File: src/rtl/adc_pattern_gen_pkg.sv
// rtl/adc_pattern_gen_pkg.sv - shared encodings and PRBS9 helper for the ADC pattern generator
package adc_pattern_gen_pkg;

  localparam logic [1:0] MODE_ZERO  = 2'd0;
  localparam logic [1:0] MODE_CONST = 2'd1;
  localparam logic [1:0] MODE_RAMP  = 2'd2;
  localparam logic [1:0] MODE_PRBS9 = 2'd3;

  localparam logic [8:0] PRBS9_SEED = 9'h1FF;

  typedef enum logic [1:0] {
    ST_IDLE = 2'd0,
    ST_RUN  = 2'd1,
    ST_FIN  = 2'd2
  } gen_state_t;

  // x^9 + x^5 + 1, advanced n steps
  function automatic logic [8:0] prbs9_step(input logic [8:0] s, input int unsigned n);
    logic [8:0] r;
    r = s;
    for (int unsigned k = 0; k < n; k++) begin
      r = {r[7:0], r[8] ^ r[4]};
    end
    return r;
  endfunction

endpackage

File: src/rtl/adc_pattern_gen_prbs9_adv.sv
// rtl/adc_pattern_gen_prbs9_adv.sv - expands one PRBS9 state into NLANE consecutive lane samples
module adc_pattern_gen_prbs9_adv
  import adc_pattern_gen_pkg::*;
#(
  parameter int NLANE = 96,
  parameter int DW    = 9
) (
  input  logic [8:0]          state,
  output logic [NLANE*DW-1:0] lanes,
  output logic [8:0]          next_state
);

  logic [8:0] s;

  always_comb begin
    s     = state;
    lanes = '0;
    for (int i = 0; i < NLANE; i++) begin
      lanes[i*DW +: DW] = DW'(s);
      s = prbs9_step(s, 1);
    end
    next_state = s;
  end

endmodule

File: src/rtl/adc_pattern_gen.sv
// rtl/adc_pattern_gen.sv - synthetic multi-lane ADC sample source with zero/const/ramp/PRBS9 bursts
module adc_pattern_gen
  import adc_pattern_gen_pkg::*;
#(
  parameter int NLANE = 96,
  parameter int DW    = 9,
  parameter int LENW  = 16
) (
  input  logic                ADC_CLK500M,
  input  logic                RSTN,
  input  logic [1:0]          CFG_MODE,
  input  logic [DW-1:0]       CFG_CONST,
  input  logic [LENW-1:0]     CFG_LEN,
  input  logic                START,
  input  logic                STOP,
  output logic [NLANE*DW-1:0] ADC_DATA,
  output logic                ADC_VALID,
  output logic                FRAME_SYNC,
  output logic                BUSY,
  output logic                DONE
);

  gen_state_t      state;
  logic [1:0]      mode_q;
  logic [DW-1:0]   const_q;
  logic [DW-1:0]   base_q;
  logic [LENW-1:0] len_q;
  logic [LENW-1:0] cnt_q;
  logic [8:0]      lfsr_q;

  logic                accept;
  logic                last_word;
  logic [1:0]          mode_sel;
  logic [DW-1:0]       const_sel;
  logic [DW-1:0]       base_sel;
  logic [8:0]          lfsr_sel;
  logic [NLANE*DW-1:0] prbs_lanes;
  logic [8:0]          prbs_next;
  logic [NLANE*DW-1:0] word;

  // On the START cycle the first word is built from the live CFG inputs and fresh seeds,
  // so it can be registered in the same edge that latches the configuration.
  assign accept    = (state == ST_IDLE) && START;
  assign mode_sel  = accept ? CFG_MODE   : mode_q;
  assign const_sel = accept ? CFG_CONST  : const_q;
  assign base_sel  = accept ? '0         : base_q;
  assign lfsr_sel  = accept ? PRBS9_SEED : lfsr_q;

  // cnt_q counts words already made visible, so equality means the last one is on the bus
  assign last_word = STOP || ((len_q != '0) && (cnt_q == len_q));

  adc_pattern_gen_prbs9_adv #(
    .NLANE (NLANE),
    .DW    (DW)
  ) u_prbs9_adv (
    .state      (lfsr_sel),
    .lanes      (prbs_lanes),
    .next_state (prbs_next)
  );

  always_comb begin
    word = '0;
    case (mode_sel)
      MODE_CONST: begin
        for (int i = 0; i < NLANE; i++) begin
          word[i*DW +: DW] = const_sel;
        end
      end
      MODE_RAMP: begin
        for (int i = 0; i < NLANE; i++) begin
          word[i*DW +: DW] = base_sel + DW'(i);
        end
      end
      MODE_PRBS9: word = prbs_lanes;
      default:    word = '0;
    endcase
  end

  always_ff @(posedge ADC_CLK500M) begin
    if (!RSTN) begin
      state      <= ST_IDLE;
      mode_q     <= MODE_ZERO;
      const_q    <= '0;
      len_q      <= '0;
      cnt_q      <= '0;
      base_q     <= '0;
      lfsr_q     <= PRBS9_SEED;
      ADC_DATA   <= '0;
      ADC_VALID  <= 1'b0;
      FRAME_SYNC <= 1'b0;
      BUSY       <= 1'b0;
      DONE       <= 1'b0;
    end else begin
      ADC_DATA   <= '0;
      ADC_VALID  <= 1'b0;
      FRAME_SYNC <= 1'b0;
      BUSY       <= 1'b0;
      DONE       <= 1'b0;
      case (state)
        ST_IDLE: begin
          if (START) begin
            mode_q     <= CFG_MODE;
            const_q    <= CFG_CONST;
            len_q      <= CFG_LEN;
            cnt_q      <= LENW'(1);
            base_q     <= base_sel + DW'(NLANE);
            lfsr_q     <= prbs_next;
            ADC_DATA   <= word;
            ADC_VALID  <= 1'b1;
            FRAME_SYNC <= 1'b1;
            BUSY       <= 1'b1;
            state      <= ST_RUN;
          end
        end
        ST_RUN: begin
          if (last_word) begin
            DONE  <= 1'b1;
            state <= ST_FIN;
          end else begin
            cnt_q     <= cnt_q + LENW'(1);
            base_q    <= base_sel + DW'(NLANE);
            lfsr_q    <= prbs_next;
            ADC_DATA  <= word;
            ADC_VALID <= 1'b1;
            BUSY      <= 1'b1;
          end
        end
        ST_FIN:  state <= ST_IDLE;
        default: state <= ST_IDLE;
      endcase
    end
  end

endmodule

File: config.mk
export PLATFORM = sky130hd
export DESIGN_NAME = adc_pattern_gen
export DESIGN_NICKNAME = d
export VERILOG_FILES = /design/src/rtl/adc_pattern_gen_pkg.sv /design/src/rtl/adc_pattern_gen_prbs9_adv.sv /design/src/rtl/adc_pattern_gen.sv
export SDC_FILE = /design/constraint.sdc
export NUM_CORES = 2
export LEC_CHECK = 0
export ABC_AREA = 0
export CORE_AREA = 2 2 353 355
export DETAILED_ROUTE_END_ITERATION = 10
export DIE_AREA = 0 0 355 357
export GPL_ROUTABILITY_DRIVEN = 0
export SETUP_SLACK_MARGIN = 0.05
export SYNTH_ARGS = -nofsm -noshare
export SYNTH_HDL_FRONTEND = slang
export SYNTH_SLANG_ARGS = --single-unit
File: constraint.sdc
create_clock -name ADC_CLK500M -period 5.2 [get_ports ADC_CLK500M]
set_clock_uncertainty 0.1 [all_clocks]
set_input_delay 1.3 -clock ADC_CLK500M [delete_from_list [all_inputs] [get_ports ADC_CLK500M]]
set_output_delay 1.3 -clock ADC_CLK500M [all_outputs]
set_load 0.05 [all_outputs]
# Yosys cells after proc, flatten, opt, wreduce, memory -nomap -nowiden
# Index checks and enable logic that the tools add are counted.
# Widths: inputs -> output; s select.
# word_totals
reg_bits	930
elab_cells	247
# op_classes
add_sub_neg	97
n_eq_ne	8
muxes	24
bitwise	96
n_reduce_logical	11
# op_table
operator	count
$pmux 864 s3	1
$mux 864	2
$pmux 864 s2	1
$add 9x7->9 const B	33
$add 9x6->9 const B	32
$add 9x5->9 const B	16
$xor 1x1->1	96
$add 9x4->9 const B	8
$mux 9	7
$add 9x3->9 const B	4
$pmux 9 s2	2
$mux 16	2
$pmux 16 s2	1
$add 9x2->9 const B	2
$add 16x1->16 const B	1
$eq 16x16->1	1
$reduce_bool 16->1	1
$add 9x1->9 const B	1
$reduce_and 2->1	4
$mux 2	3
$ne 2x2->1 const B	3
$eq 2x1->1 const B	2
$eq 2x2->1 const B	2
$pmux 2 s2	1
other kinds (7)	10

# Depth between registers and ports, before layout
# depth
word_depth	25
ltp_mapped	17
depth_no_buf	11

# Modules after synthesis
# A second synthesis with hierarchy kept.
# unflattened
cells_unflattened	5379
area_unflattened_um2	45287.2
# by_module_without_submodules
module	n_inst	cells_per_inst	area_per_inst_um2	seq_area_each_um2
adc_pattern_gen	1	4457	38040.2	18617.9
adc_pattern_gen_prbs9_adv	1	922	7247.0	0.0

# Least setup slack after synthesis
# No wires, ideal clock.
# synth_path
path_kind	in2reg
start	input START
end	register ADC_DATA[822]
t_arrival_ps	4217
slack_ps	744
path_stages	15
path_buffers	7
cell_sequence	or3b_1 buf_2 buf_2 buf_2 buf_2 buf_2 clkbuf_1 nand2_1 inv_1 ha_1 a31o_2 clkbuf_1 xnor2_1 a211oi_1 a21oi_1
# synth_lines
element	line_no	rtl
start, declared	adc_pattern_gen.sv:14	input logic START,
$logic_and 1x1->1 *	adc_pattern_gen.sv:43	assign accept = (state == ST_IDLE) && START;
$mux 9 *	adc_pattern_gen.sv:46	assign base_sel = accept ? '0 : base_q;
via base_sel[1]	adc_pattern_gen.sv:35	logic [DW-1:0] base_sel;
$add 9x7->9 *	adc_pattern_gen.sv:71	word[i*DW +: DW] = base_sel + DW'(i);
$pmux 864 s3 *	adc_pattern_gen.sv:63	case (mode_sel)
$mux 864 (on tied branches)	adc_pattern_gen.sv:116, adc_pattern_gen.sv:101	
$pmux 864 s2 *	adc_pattern_gen.sv:99	case (state)
end signal, assigned	adc_pattern_gen.sv:108	ADC_DATA <= word;
end signal, assigned	adc_pattern_gen.sv:123	ADC_DATA <= word;
end, declared	adc_pattern_gen.sv:16	output logic [NLANE*DW-1:0] ADC_DATA,
# Mark *: on every way through the listed nets, which the timed path passes. The rest lies on a longest branch.
# A chain may end at the register's enable or synchronous reset.

# Worst setup path in the final report
# layout_path
start	input START
end	register ADC_DATA[466]
# layout_via
elab_chain_cells	14
# layout_rtl
element	line_no	rtl
$logic_and 1x1->1	adc_pattern_gen.sv:43	
$mux 9	adc_pattern_gen.sv:47	assign lfsr_sel = accept ? PRBS9_SEED : lfsr_q;
$xor 1x1->1 (9 in a row)	adc_pattern_gen_pkg.sv:22	r = {r[7:0], r[8] ^ r[4]};
$pmux 864 s3	adc_pattern_gen.sv:63	
$mux 864 (on tied branches)	adc_pattern_gen.sv:116, adc_pattern_gen.sv:101	
$pmux 864 s2 *	adc_pattern_gen.sv:99	
# Mark *: on every way between the ends. The rest lies on a longest branch, timed or not.

==> impl_results.md <==
* FP Rows at 129
* Grt total ovfl at 0
* WHS Path Cells at 2
* R2R Setup Slk at 1.15 ns
* R2r endpoint: ADC_DATA[509]$_SDFF_PN0_
* Post-route setup slack at 0.5014 ns
* Share of cells above drive strength 1 at 11.32%
* Max incr delay on CP at 0.89 ns
* Residual DRC at 0
* Most frequent CP cell: buf_4
* Most frequent cell after synthesis: dfxtp_1
* Post-layout minimum cycle time at 4.699 ns
* Via count of the first global-routing pass at 33410
* Clock sink count at 930
* CTS tree: built
* Fmax at 212.8 MHz
* Critical Path RT at 5.74 ns
* Nets at 4865
* Antenna violations before repair at 26
* Drt pass-1 iters at 7
* Relative slew margins at 1.791%
* Die Width at 355 um
* Critical path buffers and inverters at 3
* R2R cell count at 6
* Worst path cell trace: clkdlybuf4s50_1, or3b_4, buf_4, and3_1, a31o_2, o21ai_1, a41oi_1, buf_4
* Area Overhead vs Synth at 45.42%
* Worst reg2reg startpoint: lfsr_q[0]$_SDFFE_PN1P_
* Register bit total from synthesis at 930
* Synthesized instance count at 3875
* FF/Latch Area at 18620 um2
* Critical path fanouts, max at 53
* DR vias at 36040
* Maximum VDD drop at 407.5 uV
* Setup_tns at 0 ns
* Kind of critical path: in2reg
* Status: finished, final reports clean
* Worst path arrival time at 5.24 ns
* Pre-CTS WS at -0.004333 ns
* CP delay by family, top: compound AO/OA/AOI/OAI gates
* Seq/Total Area, Yosys at 52.86%
* Clock slew at the register clock pins of the worst setup and hold paths at 0.05 ns
* Dominant synthesized flop cell: dfxtp_1
* Hold_buf cts at 0
* Type of origin of the critical path: primary input
* Endpoints failing hold at 0
* I/O pins at 899
* Insertion delay to the later sink of the worst-skew pair at 0.74 ns
* Hold Path Class: reg2reg
* Area of the core at 123000 um2
* Synth top area cells: dfxtp_1, a21oi_1, xnor2_1, a31oi_1, nand2_1
* Post-Route WL at 225800 um
* Clk pwr share at 36.1%
* Int Pwr at 0.01414 W
* Finish-stage setup viols at 0
* Synthesized cell area at 35220 um2
* Tot Pwr at 0.02203 W
* Synth cell types at 63
* Syn. warnings at 0
* Max H-tree Level at 3
* Initial Utilization at 28.64%
* I/O Buffers at 898
* Hold Path End: const_q[2]$_SDFFE_PN0P_
* Comb power frac at 29.6%
* Share of the synthesized area in the top cell type at 52.86%
* Sw frac at 35.78%
* Yosys top cell by area: dfxtp_1
* Fillers at 12230
* Root Driver: clkbuf_16
* EDFF count, synth at 0
* Leakage Power at 18.13 nW
* First-pass GRT wire length at 296200 um
* Die ar. at 126700 um2
* Post-cts sizing count at 0
* Largest net degree at the start of global routing at 138
* Worst hold slack at 0.3642 ns
* RSZ-0062 raised after global routing: no
* Antenna Nets Post-Route at 0
* Total track usage at 33.93%
* WL/cell at 34.53 um
* Post-CTS Setup Inserts at 0
* Max Cap Viol at 0
* Crit end category: register
* DR vias/cell at 5.512
* Slew Limit Fails at 0
* Tightest Pin Transition at 1.463 ns
* Area of the multi-input gates at 15240 um2
* Die Span Y at 357 um
* Synth async-reset ratio at 0%
* Initial DRC Count at 5480
* Detail Placement HPWL at 169000 um
* Worst Hold Launch: const_q[2]$_SDFFE_PN0P_
* Post-synth top cells: dfxtp_1, a21oi_1, nand2_1, xnor2_1, a31oi_1
* Cts bufs inserted at 104
* Seq pwr share at 34.3%
* Power density cells at 430.0 nW/um2
* Mapped Avg Cell Area at 9.089 um2
* Final period util at 90.36%
* CTS max path bufs at 3
* Sw Pwr at 0.007882 W
* Crit-path slowest cell: a31o_2
* Net Count, Synth at 3933
[worst max path at each step]
stage                from                        to  slack, ns  cells past startpoint
finish              START  ADC_DATA[466]$_SDFF_PN0_       0.50                      8
global route        START  ADC_DATA[466]$_SDFF_PN0_       0.46                      8
CTS                 START  ADC_DATA[706]$_SDFF_PN0_       0.80                     13
detailed placement  START  ADC_DATA[706]$_SDFF_PN0_     -0.004                     13
global placement    START  ADC_DATA[755]$_SDFF_PN0_     -0.009                     12
floorplan           START  ADC_DATA[822]$_SDFF_PN0_       0.74                     15
[state kept, by name, summed over array words and instances (netlist names)]
name	count
ADC_DATA	864
BUSY	1
DONE	1
FRAME_SYNC	1
base_q	9
cnt_q	16
const_q	9
len_q	16
lfsr_q	9
mode_q	2
state	2
[worst min-delay path, cell delays in order (launching register included)]
cell      delay (ns)
dfxtp_1         0.30
nand2_1         0.05
a21boi_0        0.06
[power by group through the flow]
stage               logic (W)  registers [W]  clock network [W]
CTS                   0.00629        0.00755            0.00805
global placement      0.00626        0.00770                  0
floorplan             0.00343        0.00831                  0
global route          0.00668        0.00757            0.00833
detailed placement    0.00627        0.00770                  0
finish                0.00651        0.00756            0.00796
[logic make-up after synthesis]
family | count (synthesis) | share of synthesized area, %
AO/OA/AOI/OAI | 1319 | 20.68
XOR/XNOR | 414 | 11.12
adder cells (fa/ha/maj) | 27 | 0.9592
buffers and inverters | 390 | 4.497
flip-flops | 930 | 52.86
multiplexers | 3 | 0.08526
AND/OR/NAND/NOR | 792 | 9.805
[metal layers]
metal | vias to the layer above | GRT usage [%] | part of all wire, %
met5 | - | 0.2593 | 0.096
met4 | 26 | 20.22 | 7.1
met3 | 736 | 12.15 | 13
met2 | 2891 | 50.44 | 42
met1 | 17240 | 42.08 | 38
li1 | 15140 | - | -
[area by class of cell]
type	instances	area share (%)
Antenna cell	6	0.02932
Clock buffer	148	5.934
Clock inverter	46	1.319
Inverter	20	0.1466
Multi-Input combinational cell	2555	29.76
Sequential cell	930	36.35
Tap cell	1637	3.999
Timing Repair Buffer	1196	22.46
[per-stage QoR]
| step | instance area (um2) | utilization, % | std cells |
|---|---|---|---|
| global placement | 47480 | 38.60 | 6337 |
| global route | 51200 | 41.63 | 6532 |
| floorplan | 35220 | - | 3875 |
| finish | 51220 | 41.64 | 6538 |
| CTS | 51200 | 41.63 | 6532 |
| detailed placement | 47490 | 38.61 | 6338 |
[cell usage in the layout, fill, tap and decap left out, types with 39 or more instances in the layout]
master	n
nand2_1	428
nor2_1	148
clkbuf_16	105
o21ai_0	107
buf_4	275
xor2_1	62
a21oi_1	771
and3_1	46
nand3_1	39
a31oi_1	292
dfxtp_1	930
clkdlybuf4s50_1	898
xnor2_1	331
Power figures use the tool's default switching activity.
